<file path="src/rtl/iir_out_requant.sv">
// Output requantiser for the IIR section: decimate, round half-up, saturate to
// OUT_W, and buffer in a first-word-fall-through FIFO with sticky saturation stats.
module iir_out_requant #(
   parameter int IN_W       = 36,
   parameter int IN_FRAC    = 27,
   parameter int OUT_W      = 16,
   parameter int OUT_FRAC   = 14,
   parameter int DECIM      = 1,
   parameter int FIFO_DEPTH = 4
) (
   input  logic                          clk,
   input  logic                          reset,
   input  logic                          in_valid,
   input  logic signed [IN_W-1:0]        In1,
   input  logic                          out_ready,
   output logic                          out_valid,
   output logic signed [OUT_W-1:0]       Out1,
   input  logic                          clr_stat,
   output logic                          sat_flag,
   output logic [15:0]                   sat_count,
   output logic                          drop_pulse,
   output logic [$clog2(FIFO_DEPTH):0]   fifo_level
);

   localparam int SHIFT = IN_FRAC - OUT_FRAC;
   localparam int R_W   = IN_W + 1 - SHIFT;
   localparam int AW    = $clog2(FIFO_DEPTH);
   localparam int CW    = (DECIM > 1) ? $clog2(DECIM) : 1;

   localparam logic [CW-1:0] DCNT_MAX = CW'(DECIM - 1);
   localparam logic [IN_W:0] RND      = (IN_W + 1)'(1) << (SHIFT - 1);
   localparam logic [AW:0]   FULL_LVL = (AW + 1)'(FIFO_DEPTH);

   // ---------------- stage 0: decimation ----------------
   logic [CW-1:0] dcnt;
   logic          keep;

   assign keep = in_valid && (dcnt == '0);

   // NOTE: sequential state is updated with non-blocking assignments so every
   // register samples the pre-edge values of its neighbours.
   always_ff @(posedge clk or negedge reset) begin
      if (!reset)        dcnt <= '0;
      else if (in_valid) dcnt <= (dcnt == DCNT_MAX) ? '0 : dcnt + CW'(1);
   end

   // ---------------- stage 1: round, then shift ----------------
   logic [IN_W:0]  rsum;
   logic [R_W-1:0] s1_data;
   logic           s1_valid;

   // Sign-extend by one bit so adding the half-LSB can never wrap.
   assign rsum = {In1[IN_W-1], In1} + RND;

   always_ff @(posedge clk or negedge reset) begin
      if (!reset) begin
         s1_valid <= 1'b0;
         s1_data  <= '0;
      end else begin
         s1_valid <= keep;
         if (keep) s1_data <= rsum[IN_W:SHIFT];
      end
   end

   // ---------------- stage 2: saturate ----------------
   logic [R_W-OUT_W:0] s1_top;
   logic               ovf;
   logic               sat_ev;
   logic [OUT_W-1:0]   sat_val;
   logic [OUT_W-1:0]   s2_data;
   logic               s2_valid;

   // In range only when every bit above the output sign bit matches it.
   assign s1_top  = s1_data[R_W-1:OUT_W-1];
   assign ovf     = !((&s1_top) || !(|s1_top));
   assign sat_ev  = s1_valid && ovf;
   assign sat_val = s1_data[R_W-1] ? {1'b1, {(OUT_W-1){1'b0}}}
                                   : {1'b0, {(OUT_W-1){1'b1}}};

   always_ff @(posedge clk or negedge reset) begin
      if (!reset) begin
         s2_valid <= 1'b0;
         s2_data  <= '0;
      end else begin
         s2_valid <= s1_valid;
         if (s1_valid) s2_data <= ovf ? sat_val : s1_data[OUT_W-1:0];
      end
   end

   // A saturation in the same cycle as a clear wins, restarting the count at 1.
   always_ff @(posedge clk or negedge reset) begin
      if (!reset) begin
         sat_flag  <= 1'b0;
         sat_count <= '0;
      end else if (sat_ev) begin
         sat_flag  <= 1'b1;
         if (clr_stat)                  sat_count <= 16'd1;
         else if (sat_count != 16'hFFFF) sat_count <= sat_count + 16'd1;
      end else if (clr_stat) begin
         sat_flag  <= 1'b0;
         sat_count <= '0;
      end
   end

   // ---------------- output FIFO ----------------
   logic [OUT_W-1:0] mem [FIFO_DEPTH];
   logic [AW-1:0]    wr_ptr;
   logic [AW-1:0]    rd_ptr;
   logic [AW:0]      level;
   logic [OUT_W-1:0] last_out;
   logic             full;
   logic             pop;
   logic             wr_en;
   logic             drop;

   assign full      = (level == FULL_LVL);
   assign out_valid = (level != '0);
   assign fifo_level = level;
   assign Out1      = out_valid ? mem[rd_ptr] : last_out;

   always_comb begin
      // NOTE: defaults first so every path assigns and no latch is inferred.
      pop   = 1'b0;
      wr_en = 1'b0;
      drop  = 1'b0;
      if (out_valid && out_ready) pop = 1'b1;
      if (s2_valid) begin
         if (!full || pop) wr_en = 1'b1;
         else              drop  = 1'b1;
      end
   end

   // NOTE: storage is not reset; it is only observed while level != 0.
   always_ff @(posedge clk) begin
      if (wr_en) mem[wr_ptr] <= s2_data;
   end

   always_ff @(posedge clk or negedge reset) begin
      if (!reset) begin
         wr_ptr     <= '0;
         rd_ptr     <= '0;
         level      <= '0;
         last_out   <= '0;
         drop_pulse <= 1'b0;
      end else begin
         drop_pulse <= drop;
         if (wr_en) wr_ptr <= wr_ptr + AW'(1);
         if (pop) begin
            rd_ptr   <= rd_ptr + AW'(1);
            last_out <= mem[rd_ptr];
         end
         case ({wr_en, pop})
            2'b10:   level <= level + (AW + 1)'(1);
            2'b01:   level <= level - (AW + 1)'(1);
            default: level <= level;
         endcase
      end
   end

endmodule
</file>
<file path="config.mk">
export PLATFORM = sky130hd
export DESIGN_NAME = iir_out_requant
export DESIGN_NICKNAME = d
export VERILOG_FILES = /design/src/rtl/iir_out_requant.sv
export SDC_FILE = /design/constraint.sdc
export NUM_CORES = 1
export LEC_CHECK = 0
export CORE_MARGIN = 5
export CORE_UTILIZATION = 50
export CTS_CLUSTER_DIAMETER = 120
export DETAILED_ROUTE_END_ITERATION = 7
export GPL_TIMING_DRIVEN = 0
export PLACE_DENSITY_LB_ADDON = 0.3
export SYNTH_ARGS = -nofsm -noshare
export SYNTH_HDL_FRONTEND = slang
export SYNTH_SLANG_ARGS = --single-unit
</file>
<file path="constraint.sdc">
create_clock -name clk -period 2.35 [get_ports clk]
set_input_delay 0.5875 -clock clk [delete_from_list [all_inputs] [get_ports clk]]
set_output_delay 0.5875 -clock clk [all_outputs]
set_load 0.005 [all_outputs]
</file>
---- Word-level counts from Yosys, hierarchy flattened ----
Memories as Yosys holds them, arrays and structs flattened.
Index checks and enable logic that the tools add are counted.
operators by class
  eq/ne operators ......................... 4
  reduce and logical (&&, ||, !) cells .... 15
  $add $sub $neg .......................... 7
  bitwise operators ....................... 1
  mux-type cells .......................... 18
operators by type and width
  operator                                                                number
  16-bit 2-to-1 mux                                                       7
  36-bit by 14-bit adder with 37-bit output (second input constant)       1
  16-bit by 1-bit adder with 16-bit output (second input constant)        1
  16-bit != test (second input constant)                                  1
  1-bit 2-to-1 mux                                                        10
  9-bit AND reduction                                                     1
  9-bit OR reduction                                                      1
  3-bit case mux with 2 select lines                                      1
  2-bit nonzero test                                                      3
  2-bit by 1-bit adder with 2-bit output (second input constant)          2
  3-bit by 1-bit adder with 3-bit output (second input constant)          1
  3-bit equality test (second input constant)                             1
  1-bit logical AND                                                       3
  1-bit logical NOT                                                       3
  3-bit nonzero test                                                      1
  3-bit by 1-bit subtractor with 3-bit output (second input constant)     1
  2-bit by 1-bit equality test with 1-bit output (second input constant)  1
  2-bit equality test (second input constant)                             1
  1-bit logical OR                                                        2
  2-bit AND reduction                                                     1
  1-bit adder (second input constant)                                     1
  1-bit inverter                                                          1
storage, ports and cells
  bits in registers ....................... 84
  memories kept ........................... 1
  input port bits ......................... 41
  RAM bits ................................ 64
  output and inout port bits .............. 38
  word-level logic and storage cells ...... 58
memories
  memory  words  width  read ports  clocked after memory_dff  wr ports  RTL line  RTL
  mem     4      16     1           0                         1         106       logic [OUT_W-1:0] mem [FIFO_DEPTH];

---- Depth between registers and ports, before layout ----
  depth after elaboration ................. 8
  mapped depth ............................ 7

---- Least setup slack after synthesis ----
No wires, ideal clock.
  kind .................................... reg-to-output
  start point ............................. reg rd_ptr[0]
  end point ............................... out Out1[10]
  data arrival time ....................... 1.671 ns
  slack ................................... 0.092 ns
  data required time ...................... 1.762 ns
  stages on the path, launching flop included .. 5
  buffers on the path ..................... 2
  cell sequence ........................... dfrtp_1 -> buf_2 -> buf_2 -> mux4_2 -> mux2_2
between the ends
  longest elaborated chain between the ends .. 2
ends and longest elaborated chain
  what                    RTL line  RTL
  from (decl)             108       logic [AW-1:0] rd_ptr;
  from (signal assigned)  149       rd_ptr <= rd_ptr + AW'(1);
  memory 4 x 16 bit       --
  16-bit 2-to-1 mux       119       assign Out1 = out_valid ? mem[rd_ptr] : last_out;
  to (decl)               17        output logic signed [OUT_W-1:0] Out1,
No other way between the ends.

---- Worst setup path after layout ----
  start point ............................. reg rd_ptr[0]
  end point ............................... out Out1[14]
The elaborated chain is that of the path after synthesis.

==> impl_metrics.csv <==
group,metric,value,unit
timing,period_minus_slack,2.66,ns
grt,antenna_found_initial,0,
timing,timing.fmax,0.377,GHz
power_and_ir_drop,seq_power_share,0.376,
job,cap_violations,0,
yosys,synth_edf_count,64,
cts,cts-hold-fix-buffers,0,
timing,drv_slew,0,
place,dpl-instance-area,0.00741,mm^2
timing,final.setup.tns,-3.88,ns
die,core_area,0.0127,mm^2
cts,clockBufferDepth,2,
grt,track_usage,0.176,
cts,root_buffer,"clkbuf_16",
grt,grt.busiest_layer,"met2",
cts,htreeDepth,4,
route,drtAntennaViolNets,0,
worst_setup_path,cp_cell_sequence,"buf_12 -> buf_12 -> buf_6 -> mux4_2 -> mux2_4 -> buf_6",
grt,grt_use_met1,0.215,
timing,maxSlewHeadroom,0.610,
worst_setup_path,cp.arrival,2.07,ns
yosys,synth_cell_types,46,
finish,n_antenna_cell,0,
finish,fin_nets,646,
run_status,violations,"setup timing",
finish,area_delta_synth_final,28.5,%
run_status,status,"finished, violations left",
route,drc,0,
cts,clk_pin_slew,0.06,ns
route,totalWireLength,13.5,mm
yosys,synthCells,497,
worst_setup_path,crit_buf_inv,4,
worst_setup_path,cp_max_fo,8,
yosys,async_reset_ff_frac,0.565,
worst_setup_path,cp_slowest_cell,"mux4_2",
timing,min_period_over_period,1.13,
grt,grt_pass1_wl,21.9,mm
cts,cts_tree,"yes",
yosys,netlist_area,0.00652,mm^2
power_and_ir_drop,pwr-share-clk,0.316,
finish,layout_commonest_cell,"dfrtp_1",
yosys,synth_ff_type,"dfrtp_1",
die,dieHeight,124,um
worst_setup_path,critPathKind,"flip-flop to primary output",
die,io_pins,79,
cts,clock-sinks,147,
yosys,synth_nets,545,
place,routabilityCongestion,0.819,
grt,grt_max_degree,66,
die,start_util,0.513,
yosys,synth-seq-cells,147,
power_and_ir_drop,powerDensity,1120,mW/mm^2
worst_setup_path,start_kind,"flip-flop",
finish,drive_gt1_frac,0.237,
die,die_w,124,um
worst_setup_path,worstPathRequired,1.76,ns
power_and_ir_drop,p_int,7030,uW
power_and_ir_drop,pwr-share-comb,0.308,
timing,tightest_slew,0.581,ns
power_and_ir_drop,p_sw,2390,uW
route,first_pass_iters,4,
power_and_ir_drop,leakagePower,0.00319,uW
place,dp_hpwl,8.67,mm
route,vias_per_cell,5.48,
grt,grtUsageMet2,0.305,
timing,setup_violations,16,
cts,insertion_delay,0.41,ns
die,dieArea,0.0154,mm^2
yosys,syn_area_per_cell,13.1,um^2
route,drt_iter0_drc,270,
power_and_ir_drop,peakVddDrop,0.548,mV
worst_setup_path,slowest_delay,0.53,ns
power_and_ir_drop,power.share.switching,0.254,
finish,final_cell_area,0.00838,mm^2
cts,cts_buffers,17,
die,rows,41,
grt,grt.overflow.total,0,
yosys,ys_seq_area_frac,0.613,
timing,fin_worst_skew,0.00579,ns
route,wl_per_cell,17.2,um
worst_setup_path,endpoint_kind,"primary output",
finish,final_cell_mix,"82 x dfrtp_1, 64 x edfxtp_1, 63 x a21oi_1, 47 x clkdlybuf4s50_1, 46 x nor2_1",
timing,worst_hold_slack,0.0561,ns
place,portBuffers,65,
route,vias,4290,
yosys,ys.warnings.count,0,
timing,hold_viol,0,
timing,layout_setup_ws,-0.306,ns
hold_path,hold_path.class,"input pin to async pin",
grt,grt_pass1_vias,4464,
worst_setup_path,crit_family,"multiplexers",
grt,use_met3,0.0506,
timing,rsz0062_at_grt,"yes",
==> metal layers <==
layer | up-vias | part of all wire | wire length (um)
li1 | 2047 | - | -
met5 | - | 0 | 0
met2 | 113 | 0.52 | 6930
met4 | 0 | 0.0076 | 102
met3 | 9 | 0.044 | 595
met1 | 2121 | 0.43 | 5820
==> worst paths after layout <==
check	to	slack [ns]	startpoint	cells past startpoint
worst min register to register	last_out[0]$_DFFE_PN0N_	0.50	last_out[0]$_DFFE_PN0N_	1
min in group clk	last_out[0]$_DFFE_PN0N_	0.50	last_out[0]$_DFFE_PN0N_	1
worst min-delay path	fifo_level[0]$_DFFE_PN0P_	0.06	reset	1
worst max register to register	sat_count[5]$_DFFE_PN0P_	0.15	sat_count[0]$_DFFE_PN0P_	7
max in group asynchronous	s1_data[11]$_DFFE_PN0P_	1.69	reset	2
worst max-delay path	Out1[14]	-0.31	rd_ptr[0]$_DFFE_PN0N_	6
==> cell usage after synthesis (2+ instances only) <==
master / count / area (um^2)
dfrtp_1: 83 / 2080
edfxtp_1: 64 / 1920
a21oi_1: 63 / 315
nor2_1: 46 / 173
mux2_2: 34 / 383
xnor2_1: 20 / 175
nand2_1: 19 / 71.3
mux4_2: 16 / 360
clkbuf_1: 14 / 52.6
nand3_1: 13 / 65.1
inv_1: 9 / 33.8
nand4_1: 9 / 56.3
nor3_1: 9 / 45.0
o31ai_1: 7 / 52.6
or3_1: 7 / 43.8
or4_1: 7 / 52.6
xor2_1: 7 / 61.3
and2_1: 6 / 37.5
buf_2: 6 / 30.0
ha_1: 6 / 75.1
and3_1: 5 / 31.3
and4_1: 5 / 43.8
o21ai_0: 5 / 25.0
o21ai_1: 5 / 25.0
nor2b_1: 4 / 25.0
buf_6: 3 / 33.8
mux2i_1: 3 / 30.0
buf_1: 2 / 7.51
mux2_4: 2 / 30.0
nor4b_1: 2 / 17.5
==> final cells by class <==
class / instances / area [um^2]
clock buffer: 22 / 484
timing repair buffer: 83 / 842
buffer: 25 / 181
tap: 172 / 215
inverter: 9 / 33.8
multi-input combinational: 315 / 2450
fill: 931 / 4340
sequential: 147 / 4000
clock inverter: 10 / 178
==> worst reg2reg max path, cell delays in order, from the launching register on <==
cell and delay [ns]:
dfrtp_1 0.43, ha_1 0.24, and3_1 0.23, nand4_1 0.29
nor2_1 0.10, buf_2 0.19, nor4b_2 0.30, mux2_4 0.32
==> timing repair <==
item                       in CTS  in global routing
setup buffers                  13                  4
pin swaps                       0                  2
setup endpoints to repair      17                 87
gates resized for setup       109                 13
==> sequential cells by signal (all words and copies together) (netlist names) <==
| signal | cells |
|---|---|
| s1_valid | 1 |
| wr_ptr | 2 |
| sat_flag | 1 |
| drop_pulse | 1 |
| sat_count | 16 |
| fifo_level | 3 |
| mem | 64 |
| s2_valid | 1 |
| rd_ptr | 2 |
| last_out | 16 |
| s1_data | 24 |
| s2_data | 16 |
==> power groups by stage <==
| stage | Combinational (uW) | Sequential [uW] | Clock [uW] |
|---|---|---|---|
| global placement | 2260 | 3490 | 0 |
| floorplan | 1400 | 3450 | 0 |
| CTS | 2840 | 3530 | 3010 |
| global route | 3140 | 3590 | 3140 |
| detailed placement | 2330 | 3530 | 0 |
| finish | 2900 | 3540 | 2970 |
==> kinds of logic (layout without fill, tap and decap cells) <==
logic type | after synthesis | in the layout | share of synthesized area
buf+inv | 35 | 149 | 0.0253
xor+xnor | 27 | 27 | 0.0363
simple gates | 142 | 142 | 0.118
mux | 55 | 55 | 0.123
fa+ha+maj | 7 | 7 | 0.0146
compound gates | 84 | 84 | 0.0700
flops | 147 | 147 | 0.613
==> through the flow <==
step | worst slack, ns | utilization | std cells | power, uW
6_report | -0.306 | 0.659 | 783 | 9420
5_1_grt | -0.366 | 0.659 | 783 | 9870
4_1_cts | -0.298 | 0.655 | 779 | 9390
3_5_place_dp | -0.743 | 0.583 | 735 | 5860
3_3_place_gp | -2.18 | 0.581 | 734 | 5750
2_1_floorplan | 0.0916 | - | 497 | 4850
No activity file was read; power rests on OpenSTA's default activity.
